$ cat config.mk
export PLATFORM = sky130hd
export DESIGN_NAME = des_perm_pipe
export DESIGN_NICKNAME = d
export VERILOG_FILES = /design/src/rtl/des_perm_pkg.sv /design/src/rtl/des_pipe_stage.sv /design/src/rtl/des_perm_pipe.sv
export SDC_FILE = /design/constraint.sdc
export NUM_CORES = 1
export LEC_CHECK = 0
export CELL_PAD_IN_SITES_DETAIL_PLACEMENT = 0
export CELL_PAD_IN_SITES_GLOBAL_PLACEMENT = 1
export CORE_MARGIN = 3
export CORE_UTILIZATION = 37
export CTS_BUF_LIST = sky130_fd_sc_hd__clkbuf_8 sky130_fd_sc_hd__clkbuf_16
export CTS_CLUSTER_SIZE = 8
export DETAILED_ROUTE_END_ITERATION = 16
export PLACE_DENSITY = 0.8
export SLEW_MARGIN = 0
export SYNTH_ARGS = -nofsm -noshare
export SYNTH_HDL_FRONTEND = slang
export SYNTH_SLANG_ARGS = --single-unit
$ cat constraint.sdc
create_clock -name clk -period 3.3 [get_ports clk]
set_clock_uncertainty 0.2 [all_clocks]
set_input_delay 0.99 -clock clk [delete_from_list [all_inputs] [get_ports clk]]
set_output_delay 0.99 -clock clk [all_outputs]
set_load 0.03 [all_outputs]
$ cat src/rtl/des_perm_pkg.sv
// Shared DES permutation tables, mode encodings and the table-driven permute helper.
// Bit numbering follows DES: table entry k names source bit k, bit 1 being the MSB.
package des_perm_pkg;

  localparam logic MODE_IP = 1'b0;
  localparam logic MODE_FP = 1'b1;

  typedef logic [6:0] perm_table_t [64];

  localparam perm_table_t IP_TABLE = '{
    7'd58, 7'd50, 7'd42, 7'd34, 7'd26, 7'd18, 7'd10, 7'd2,
    7'd60, 7'd52, 7'd44, 7'd36, 7'd28, 7'd20, 7'd12, 7'd4,
    7'd62, 7'd54, 7'd46, 7'd38, 7'd30, 7'd22, 7'd14, 7'd6,
    7'd64, 7'd56, 7'd48, 7'd40, 7'd32, 7'd24, 7'd16, 7'd8,
    7'd57, 7'd49, 7'd41, 7'd33, 7'd25, 7'd17, 7'd9,  7'd1,
    7'd59, 7'd51, 7'd43, 7'd35, 7'd27, 7'd19, 7'd11, 7'd3,
    7'd61, 7'd53, 7'd45, 7'd37, 7'd29, 7'd21, 7'd13, 7'd5,
    7'd63, 7'd55, 7'd47, 7'd39, 7'd31, 7'd23, 7'd15, 7'd7
  };

  localparam perm_table_t FP_TABLE = '{
    7'd40, 7'd8, 7'd48, 7'd16, 7'd56, 7'd24, 7'd64, 7'd32,
    7'd39, 7'd7, 7'd47, 7'd15, 7'd55, 7'd23, 7'd63, 7'd31,
    7'd38, 7'd6, 7'd46, 7'd14, 7'd54, 7'd22, 7'd62, 7'd30,
    7'd37, 7'd5, 7'd45, 7'd13, 7'd53, 7'd21, 7'd61, 7'd29,
    7'd36, 7'd4, 7'd44, 7'd12, 7'd52, 7'd20, 7'd60, 7'd28,
    7'd35, 7'd3, 7'd43, 7'd11, 7'd51, 7'd19, 7'd59, 7'd27,
    7'd34, 7'd2, 7'd42, 7'd10, 7'd50, 7'd18, 7'd58, 7'd26,
    7'd33, 7'd1, 7'd41, 7'd9,  7'd49, 7'd17, 7'd57, 7'd25
  };

  // DES bit k lives at vector index 64-k, so out bit i+1 sits at index 63-i.
  function automatic logic [63:0] permute(input logic [63:0] data, input perm_table_t tbl);
    logic [63:0] res;
    logic [5:0]  src_idx;
    logic [5:0]  dst_idx;
    res = 64'd0;
    for (int i = 32'sd0; i < 32'sd64; i++) begin
      src_idx      = 6'(7'd64 - tbl[i]);
      dst_idx      = 6'(32'sd63 - i);
      res[dst_idx] = data[src_idx];
    end
    return res;
  endfunction

endpackage

$ cat src/rtl/des_pipe_stage.sv
// One valid/ready register slice; the parent decides when the slot may be refilled.
module des_pipe_stage #(
  parameter int W = 69
) (
  input  logic         clk,
  input  logic         rst,
  input  logic         load,
  input  logic         up_valid,
  input  logic [W-1:0] up_data,
  output logic         valid,
  output logic [W-1:0] data
);

  logic         valid_r;
  logic [W-1:0] data_r;

  // Slot register: a bubble only clears valid, so held payload stays quiet
  always_ff @(posedge clk) begin
    if (rst) begin
      valid_r <= 1'b0;
      data_r  <= {W{1'b0}};
    end else if (load) begin
      valid_r <= up_valid;
      if (up_valid) begin
        data_r <= up_data;
      end
    end
  end

  assign valid = valid_r;
  assign data  = data_r;

endmodule

$ cat src/rtl/des_perm_pipe.sv
// DES IP/FP permutation followed by a STAGES-deep valid/ready register pipeline.
// Optional macro DES_PERM_SWAP_EN swaps the 32-bit halves ahead of FP (mode 1 only).
module des_perm_pipe
  import des_perm_pkg::*;
#(
  parameter int STAGES = 2,
  parameter int TAG_W  = 4
) (
  input  logic                          clk,
  input  logic                          rst,
  input  logic                          in_valid,
  output logic                          in_ready,
  input  logic                          in_mode,
  input  logic [TAG_W-1:0]              in_tag,
  input  logic [63:0]                   in_data,
  output logic                          out_valid,
  input  logic                          out_ready,
  output logic                          out_mode,
  output logic [TAG_W-1:0]              out_tag,
  output logic [63:0]                   out_data,
  output logic [$clog2(STAGES+1)-1:0]   count
);

  localparam int PW = 1 + TAG_W + 64;
  localparam int CW = $clog2(STAGES + 1);
  localparam logic [STAGES-1:0] FULL_MASK = {STAGES{1'b1}};

  logic [63:0]       pre_s;
  logic [63:0]       perm_s;
  logic [PW-1:0]     in_payload_s;
  logic [STAGES-1:0] stage_valid_s;
  logic [PW-1:0]     stage_data_s [STAGES];
  logic [STAGES-1:0] ready_s;
  logic              in_xfer_s;
  logic              out_xfer_s;
  logic [CW-1:0]     count_r;

  // Input-side permutation, optionally preceded by the final L16/R16 swap
  always_comb begin
`ifdef DES_PERM_SWAP_EN
    if (in_mode == MODE_FP) begin
      pre_s = {in_data[31:0], in_data[63:32]};
    end else begin
      pre_s = in_data;
    end
`else
    pre_s = in_data;
`endif
    if (in_mode == MODE_IP) begin
      perm_s = permute(pre_s, IP_TABLE);
    end else begin
      perm_s = permute(pre_s, FP_TABLE);
    end
  end

  assign in_payload_s = {in_mode, in_tag, perm_s};

  // Stage g may load unless it and every stage after it are full while the sink stalls.
  // Deriving this from the registered valids avoids a combinational ready chain.
  for (genvar g = 0; g < STAGES; g++) begin : gen_stage
    localparam logic [STAGES-1:0] LOW_MASK = FULL_MASK >> (STAGES - g);

    assign ready_s[g] = out_ready || ((stage_valid_s | LOW_MASK) != FULL_MASK);

    if (g == 0) begin : gen_first
      des_pipe_stage #(.W(PW)) u_stage (
        .clk      (clk),
        .rst      (rst),
        .load     (ready_s[g]),
        .up_valid (in_valid),
        .up_data  (in_payload_s),
        .valid    (stage_valid_s[g]),
        .data     (stage_data_s[g])
      );
    end else begin : gen_next
      des_pipe_stage #(.W(PW)) u_stage (
        .clk      (clk),
        .rst      (rst),
        .load     (ready_s[g]),
        .up_valid (stage_valid_s[g-1]),
        .up_data  (stage_data_s[g-1]),
        .valid    (stage_valid_s[g]),
        .data     (stage_data_s[g])
      );
    end
  end

  assign in_ready   = ready_s[0];
  assign in_xfer_s  = in_valid && ready_s[0];
  assign out_valid  = stage_valid_s[STAGES-1];
  assign out_xfer_s = out_valid && out_ready;
  assign {out_mode, out_tag, out_data} = stage_data_s[STAGES-1];

  // Occupancy counter: simultaneous accept and emit leaves it unchanged
  always_ff @(posedge clk) begin
    if (rst) begin
      count_r <= {CW{1'b0}};
    end else if (in_xfer_s && !out_xfer_s) begin
      count_r <= count_r + CW'(1'b1);
    end else if (!in_xfer_s && out_xfer_s) begin
      count_r <= count_r - CW'(1'b1);
    end
  end

  assign count = count_r;

endmodule

==> summary.md, run 1 <==
| Metric | Value |
|---|---|
| Wirelength, routed | 18100 um |
| Post-synth top area cell | dfxtp_1 |
| Avg Inst Size Synth | 9.16 um^2 |
| Status | completed |
| WHS | between 0.2 and 0.3 ns |
| Gr usage total | roughly 20% |
| Peak VDD IR | 0.000365 V |
| Post-DR vias/cell | 5.49 |
| Setup violators final | 0 |
| Hold Fails Final Rpt | 0 |
| Vias | 5337 |
| Die extent in x | 132 um |
| Max-Cap Viols | 0 |
| Initial Utilization | 38.4% |
| Antenna cell count | 0 |
| IO Pins | about 150 |
| Clock Path Buffers | 2 |
| Post-Syn Nets | 720 |
| Warnings from Yosys | 0 |
| DRC Markers | 0 |
| DP HPWL | 11300 um |
| Routability Congestion | 0.827 |
| Worst Setup End Kind | primary output |
| First-pass GRT wire length | 28700 um |
| CTS root buffer | clkbuf_16 |
| Req. time, crit path | about 2.1 ns |
| Register area share after synthesis | 48.0% |
| Share of layout cells above drive strength 1 | 6.56% |
| Crit path launch type | input port |
| Power Density | 519 nW/um^2 |
| Routed len/inst | 18.6 um |
| Flops & latches, synth | 142 |
| Vias in the first global route | 5357 |
| CP arrival | 1.89 ns |
| DRT iter0 DRCs | 612 |
| Crit Path Class | input port to primary output |
| Worst slew pin tran | ~0.72 ns |
| Min Tclk post-route | 3.08 ns |
| Core ar. | about 15000 um^2 |
| Cell Rows | 45 |
| Syn Inst Count | 646 |
| # port buffers | around 150 |
| Area after DPL | 7420 um^2 |
| Htree depth | 4 |
| Clk_lat worst skew | 0.41 ns |
| Synth top area share | 48.0% |
| Fill cells | around 1500 |
| Period Utilization, post-route | 93.3% |
| Die Span Y | 132 um |
| Worst hold-check path type | register to register |
| Post-Syn Area | 5920 um^2 |
| Postcts setup bufs | 0 |
| FMAX | 325 MHz |
| Worst-path maximum fanout | 2 |
| Post-CTS Hold Fix Bufs | 0 |
| Clock-pin slew on the worst setup and hold paths | 0.06 ns |
| Largest net degree at the start of global routing | 81 |
| Design Power | 4130 uW |
| Die ar. | 17500 um^2 |
| P_leak | 0.00289 uW |
| GRT overflow | 0 |
| Total CTS buffers | 17 |
| Final max-slew violation count | 0 |
| Design area | 7940 um^2 |
| Initial antenna violation count | 0 |
| Area delta synth->final | 34.2% |
| Detail Route Antenna Nets | 0 |
| CTS tree | yes |
| Distinct cells, synth | 24 |
| Nets@finish | 823 |
| RSZ-0062 raised after global routing | false |
| Area contributors post-synth | dfxtp_1, mux2i_1, a21oi_1 |
| Clk sinks | ~140 |
| Gates resized, CTS repair | 0 |
| Slew HR | between 50% and 60% |
| TNS Setup | 0 ns |
| Drt pass-1 iters | 5 |
## registers in the layout (all words and copies together) (netlist names)
register,count
count,2
gen_stage.gen_first.u_stage.data,69
gen_stage.gen_next.u_stage.valid,1
gen_stage.gen_first.u_stage.valid,1
gen_stage.gen_next.u_stage.data,69
## worst max-delay path: stages
cell             delay, ns
clkdlybuf4s50_1       0.44
nand3b_2              0.26
buf_4                 0.19
## stage by stage
| stage | utilization (%) | setup slack, ns | instances |
|---|---|---|---|
| 5_1_grt | 51.5 | 0.182 | 973 |
| 3_5_place_dp | 48.1 | 0.212 | 941 |
| 6_report | 51.5 | 0.222 | 973 |
| 4_1_cts | 51.5 | 0.212 | 973 |
| 3_3_place_gp | 48.1 | 0.233 | 941 |
| 2_1_floorplan | - | 0.640 | 646 |
## cell usage in the layout (no fill, tap or decap), drive strengths merged
master	count
nand3	69
nor2b	1
inv	7
xor2	2
buf	17
nand2b	18
clkinvlp	1
o21ai	70
a211oi	60
clkinv	6
a21oi	133
nand3b	1
or2b	1
or3	1
ha	1
clkbuf	20
clkdlybuf4s50	141
mux2i	69
nor2	1
nand2	1
dfxtp	142
## area by class of cell
class / instances / area, um^2 / share of cell area [%]
inverter: 2 / 7.51 / 0.0945
tap: 211 / 264 / 3.32
multi-input combinational: 428 / 2700 / 34.0
clock inverter: 12 / 56.3 / 0.709
clock buffer: 20 / 467 / 5.88
sequential: 142 / 2840 / 35.8
timing repair buffer: 158 / 1600 / 20.1
## path summary, 6_finish.rpt
kind,start,to,slack (ns),cells after the start
max,out_ready,in_ready,0.22,3
min,gen_stage[0].gen_first.u_stage.data[47]$_SDFFE_PP0P_,gen_stage[1].gen_next.u_stage.data[47]$_SDFFE_PP0P_,0.27,2
max reg2reg,gen_stage[0].gen_first.u_stage.valid$_SDFFE_PP0P_,gen_stage[0].gen_first.u_stage.data[40]$_SDFFE_PP0P_,1.35,4
min reg2reg,gen_stage[0].gen_first.u_stage.data[47]$_SDFFE_PP0P_,gen_stage[1].gen_next.u_stage.data[47]$_SDFFE_PP0P_,0.27,2
## report_power, final
group          total [uW]  internal [uW]  switching [uW]
registers            1870           1810            55.1
logic                 570            252             317
clock network        1690            996             691
total                4130           3060            1060
## cells by family (layout without fill, tap and decap cells)
group                    Yosys count  after routing  synth area share [%]
AO/OA/AOI/OAI                    263            263                  25.0
XOR/XNOR                           2              2                 0.296
adder cells (fa/ha/maj)            1              1                 0.211
buffers and inverters             76            192                  6.41
flip-flops                       142            142                  48.0
multiplexers                      69             69                  11.7
AND/OR/NAND/NOR                   93             93                  8.40
## synthesized netlist by cell type
cell,number
a211oi_1,60
a21oi_1,132
a21oi_4,1
buf_1,9
buf_2,15
buf_4,5
buf_6,6
buf_8,1
clkbuf_1,38
dfxtp_1,142
ha_1,1
inv_1,2
mux2i_1,69
nand2_1,1
nand2b_1,18
nand3_1,69
nand3b_2,1
nor2_1,1
nor2b_1,1
o21ai_0,67
o21ai_1,3
or2b_1,1
or3_1,1
xor2_1,2
## routing by layer
metal	track usage (%)	vias to the layer above	share of wire [%]
met5	0	-	0
met4	6.47	0	1.4
li1	-	2575	-
met3	5.21	19	6.7
met1	27.8	2557	46
met2	31.5	186	46
Note: power is estimated with default switching activity, not from simulation.
==> run 2, diff against run 1 <==
--- a/config.mk
+++ b/config.mk
@@ -5,14 +5,12 @@
 export SDC_FILE = /design/constraint.sdc
 export NUM_CORES = 1
 export LEC_CHECK = 0
-export CELL_PAD_IN_SITES_DETAIL_PLACEMENT = 0
-export CELL_PAD_IN_SITES_GLOBAL_PLACEMENT = 1
 export CORE_MARGIN = 3
-export CORE_UTILIZATION = 37
+export CORE_UTILIZATION = 47
 export CTS_BUF_LIST = sky130_fd_sc_hd__clkbuf_8 sky130_fd_sc_hd__clkbuf_16
 export CTS_CLUSTER_SIZE = 8
 export DETAILED_ROUTE_END_ITERATION = 16
-export PLACE_DENSITY = 0.8
+export PLACE_DENSITY = 0.77
 export SLEW_MARGIN = 0
 export SYNTH_ARGS = -nofsm -noshare
 export SYNTH_HDL_FRONTEND = slang
==> run 2 against run 1 <==
- worst hold slack better by 0.0044 ns
- critical path depth stayed put
- largest cell class unchanged
- die area is 20% lower
- wire length is 6.9% lower
- clock power is 5% higher
- sequential share of layout area is 0.16 points higher
- register-to-register slack hardly changed
- global-route usage is 3.5 points higher
- worst setup slack better by 0.037 ns
- cell area is 0.46% lower
- core utilization is 14 points higher
- critical endpoint unchanged
==> summary.md, run 2 (synthesis results as in run 1) <==
| Metric | Value |
|---|---|
| Gates resized, CTS repair | 0 |
| Gate power share | 13.3% |
| Detail Route Antenna Nets | 0 |
| Total CTS buffers | 17 |
| Wirelength, routed | 16800 um |
| CP arrival | ~1.9 ns |
| Reg2reg path depth | 3 |
| Crit Path Class | input port to primary output |
| Slowest stage delay, CP | 0.42 ns |
| Hold Fails Final Rpt | 0 |
| Clk sinks | 142 |
| # port buffers | 145 |
| FF+latch area | 2840 um^2 |
| Nets@finish | between 800 and 900 |
| Clock Path Buffers | 2 |
| Clock-pin slew on the worst setup and hold paths | roughly 0.060 ns |
| Worst slew pin tran | roughly 1.0 ns |
| Critical Path Slowest Stage Cell | clkdlybuf4s50_1 |
| Htree depth | 4 |
| Internal power | 3110 uW |
| CP startpoint | out_ready |
| Post-CTS Hold Fix Bufs | 0 |
| Core ar. | 12200 um^2 |
| TNS Setup | 0 ns |
| First-pass GRT wire length | 26900 um |
| Hold wc startpoint | gen_stage[0].gen_first.u_stage.data[49]$_SDFFE_PP0P_ |
| Clk pwr share | between 40% and 50% |
| Seq pwr share | 44.4% |
| Multi-input gate area | 2700 um^2 |
| Die extent in x | approximately 120 um |
| WHS Path Cells | 2 |
| Area delta synth->final | 33.6% |
| Reg2Reg Setup Slack | 1.34 ns |
| Initial antenna violation count | 0 |
| Design area | between 7000 and 8000 um^2 |
| CP Cell Sequence | clkdlybuf4s50_1, nand3b_2, buf_4 |
| Period Utilization, post-route | slightly above 90% |
| Min Tclk post-route | around 3 ns |
| Peak VDD IR | 0.000281 V |
| WP buf/inv | 2 |
| GRT overflow | 0 |
| Worst hold-check path type | register to register |
| Antenna cell count | 0 |
| Clk_lat worst skew | between 0.4 and 0.5 ns |
| Max-Cap Viols | 0 |
| Worst-path maximum fanout | 2 |
| DRC Markers | 0 |
| Crit path launch type | input port |
| P_leak | between 0.002 and 0.003 uW |
| R2r endpoint | gen_stage[1].gen_next.u_stage.data[26]$_SDFFE_PP0P_ |
| Setup violators final | 0 |
| Final max-slew violation count | 0 |
| Fill cells | 1010 |
| Area after DPL | about 7300 um^2 |
| Gr usage total | 23.8% |
| DRT iter0 DRCs | 553 |
| Hold endpoint | gen_stage[1].gen_next.u_stage.data[49]$_SDFFE_PP0P_ |
| Status | completed |
| Post-DR vias/cell | 5.76 |
| CP Depth | 3 |
| Net Sw Frac | 26.1% |
| Switch Pwr | 1100 uW |
| Power Density | 533 nW/um^2 |
| RSZ-0062 raised after global routing | false |
| Die ar. | 14000 um^2 |
| DP HPWL | between 10000 and 15000 um |
| Commonest cells after routing, fill and taps aside | dfxtp_1, clkdlybuf4s50_1, a21oi_1, nand3_1, mux2i_1 |
| Vias in the first global route | 5201 |
| Cell Rows | 40 |
| CTS tree | yes |
| Routed len/inst | 18.1 um |
| Design Power | 4210 uW |
| Routability Congestion | 0.834 |
| Vias | 5365 |
| Postcts setup bufs | 0 |
| Largest net degree at the start of global routing | 71 |
| Final Util | between 60% and 70% |
| Slew HR | 31.6% |
| Worst Setup End Kind | primary output |
| Delay-heaviest family, CP | buffers and inverters |
| Die Span Y | 118 um |
| Req. time, crit path | 2.11 ns |
| IO Pins | 146 |
| Drt pass-1 iters | 5 |
| Initial Utilization | 48.7% |
| CTS root buffer | clkbuf_16 |
| FMAX | 329 MHz |
| Reg-to-reg startpoint | gen_stage[0].gen_first.u_stage.valid$_SDFFE_PP0P_ |
| Share of layout cells above drive strength 1 | 7.21% |
==> run 2: cell count changes in the layout (fill, tap and decap cells not counted) <==
cell,change
inv_1,-4
inv_6,+2
buf_4,+3
bufinv_16,+1
clkinv_2,-3
buf_12,-2
clkbuf_8,-2
clkinvlp_4,+6
==> run 2: worst min-delay path: stages (launching register included) <==
cell and delay [ns]:
dfxtp_1 0.31, nand3_1 0.06, a21oi_1 0.05
==> run 2: layout make-up <==
cell class	count	share of cell area, %
tap	168	2.66
inverter	2	0.0950
clock buffer	18	5.56
multi-input combinational	428	34.2
sequential	142	36.0
clock inverter	14	1.50
timing repair buffer	159	20.0
==> run 2: worst max path at each step <==
stage	endpoint	slack, ns
floorplan	count[1]$_SDFFE_PP0P_	0.64
global placement	in_ready	0.25
detailed placement	in_ready	0.27
CTS	in_ready	0.26
global route	in_ready	0.22
finish	in_ready	0.26
==> run 2: per-stage QoR <==
stage / std cells / hold slack, ns / setup WS [ns]
global placement: 899 / 0.258 / 0.246
floorplan: 646 / 0.243 / 0.640
global route: 931 / 0.296 / 0.222
detailed placement: 899 / 0.265 / 0.265
finish: 931 / 0.273 / 0.260
CTS: 931 / 0.272 / 0.265
==> run 2: routing by layer <==
metal  routed length [um]  global-route usage (%)
met1                 7140                    31.4
met3                 1440                    6.56
met5                    0                       0
met4                  465                    9.74
met2                 7780                    36.9
==> run 2: power groups by stage <==
| stage | combinational (uW) | clock, uW | sequential (uW) |
|---|---|---|---|
| after CTS | 561 | 1800 | 1870 |
| after global placement | 546 | 0 | 1900 |
| after floorplan | 274 | 0 | 1950 |
| final | 561 | 1780 | 1870 |
| after global routing | 606 | 1870 | 1880 |
| after detailed placement | 558 | 0 | 1900 |
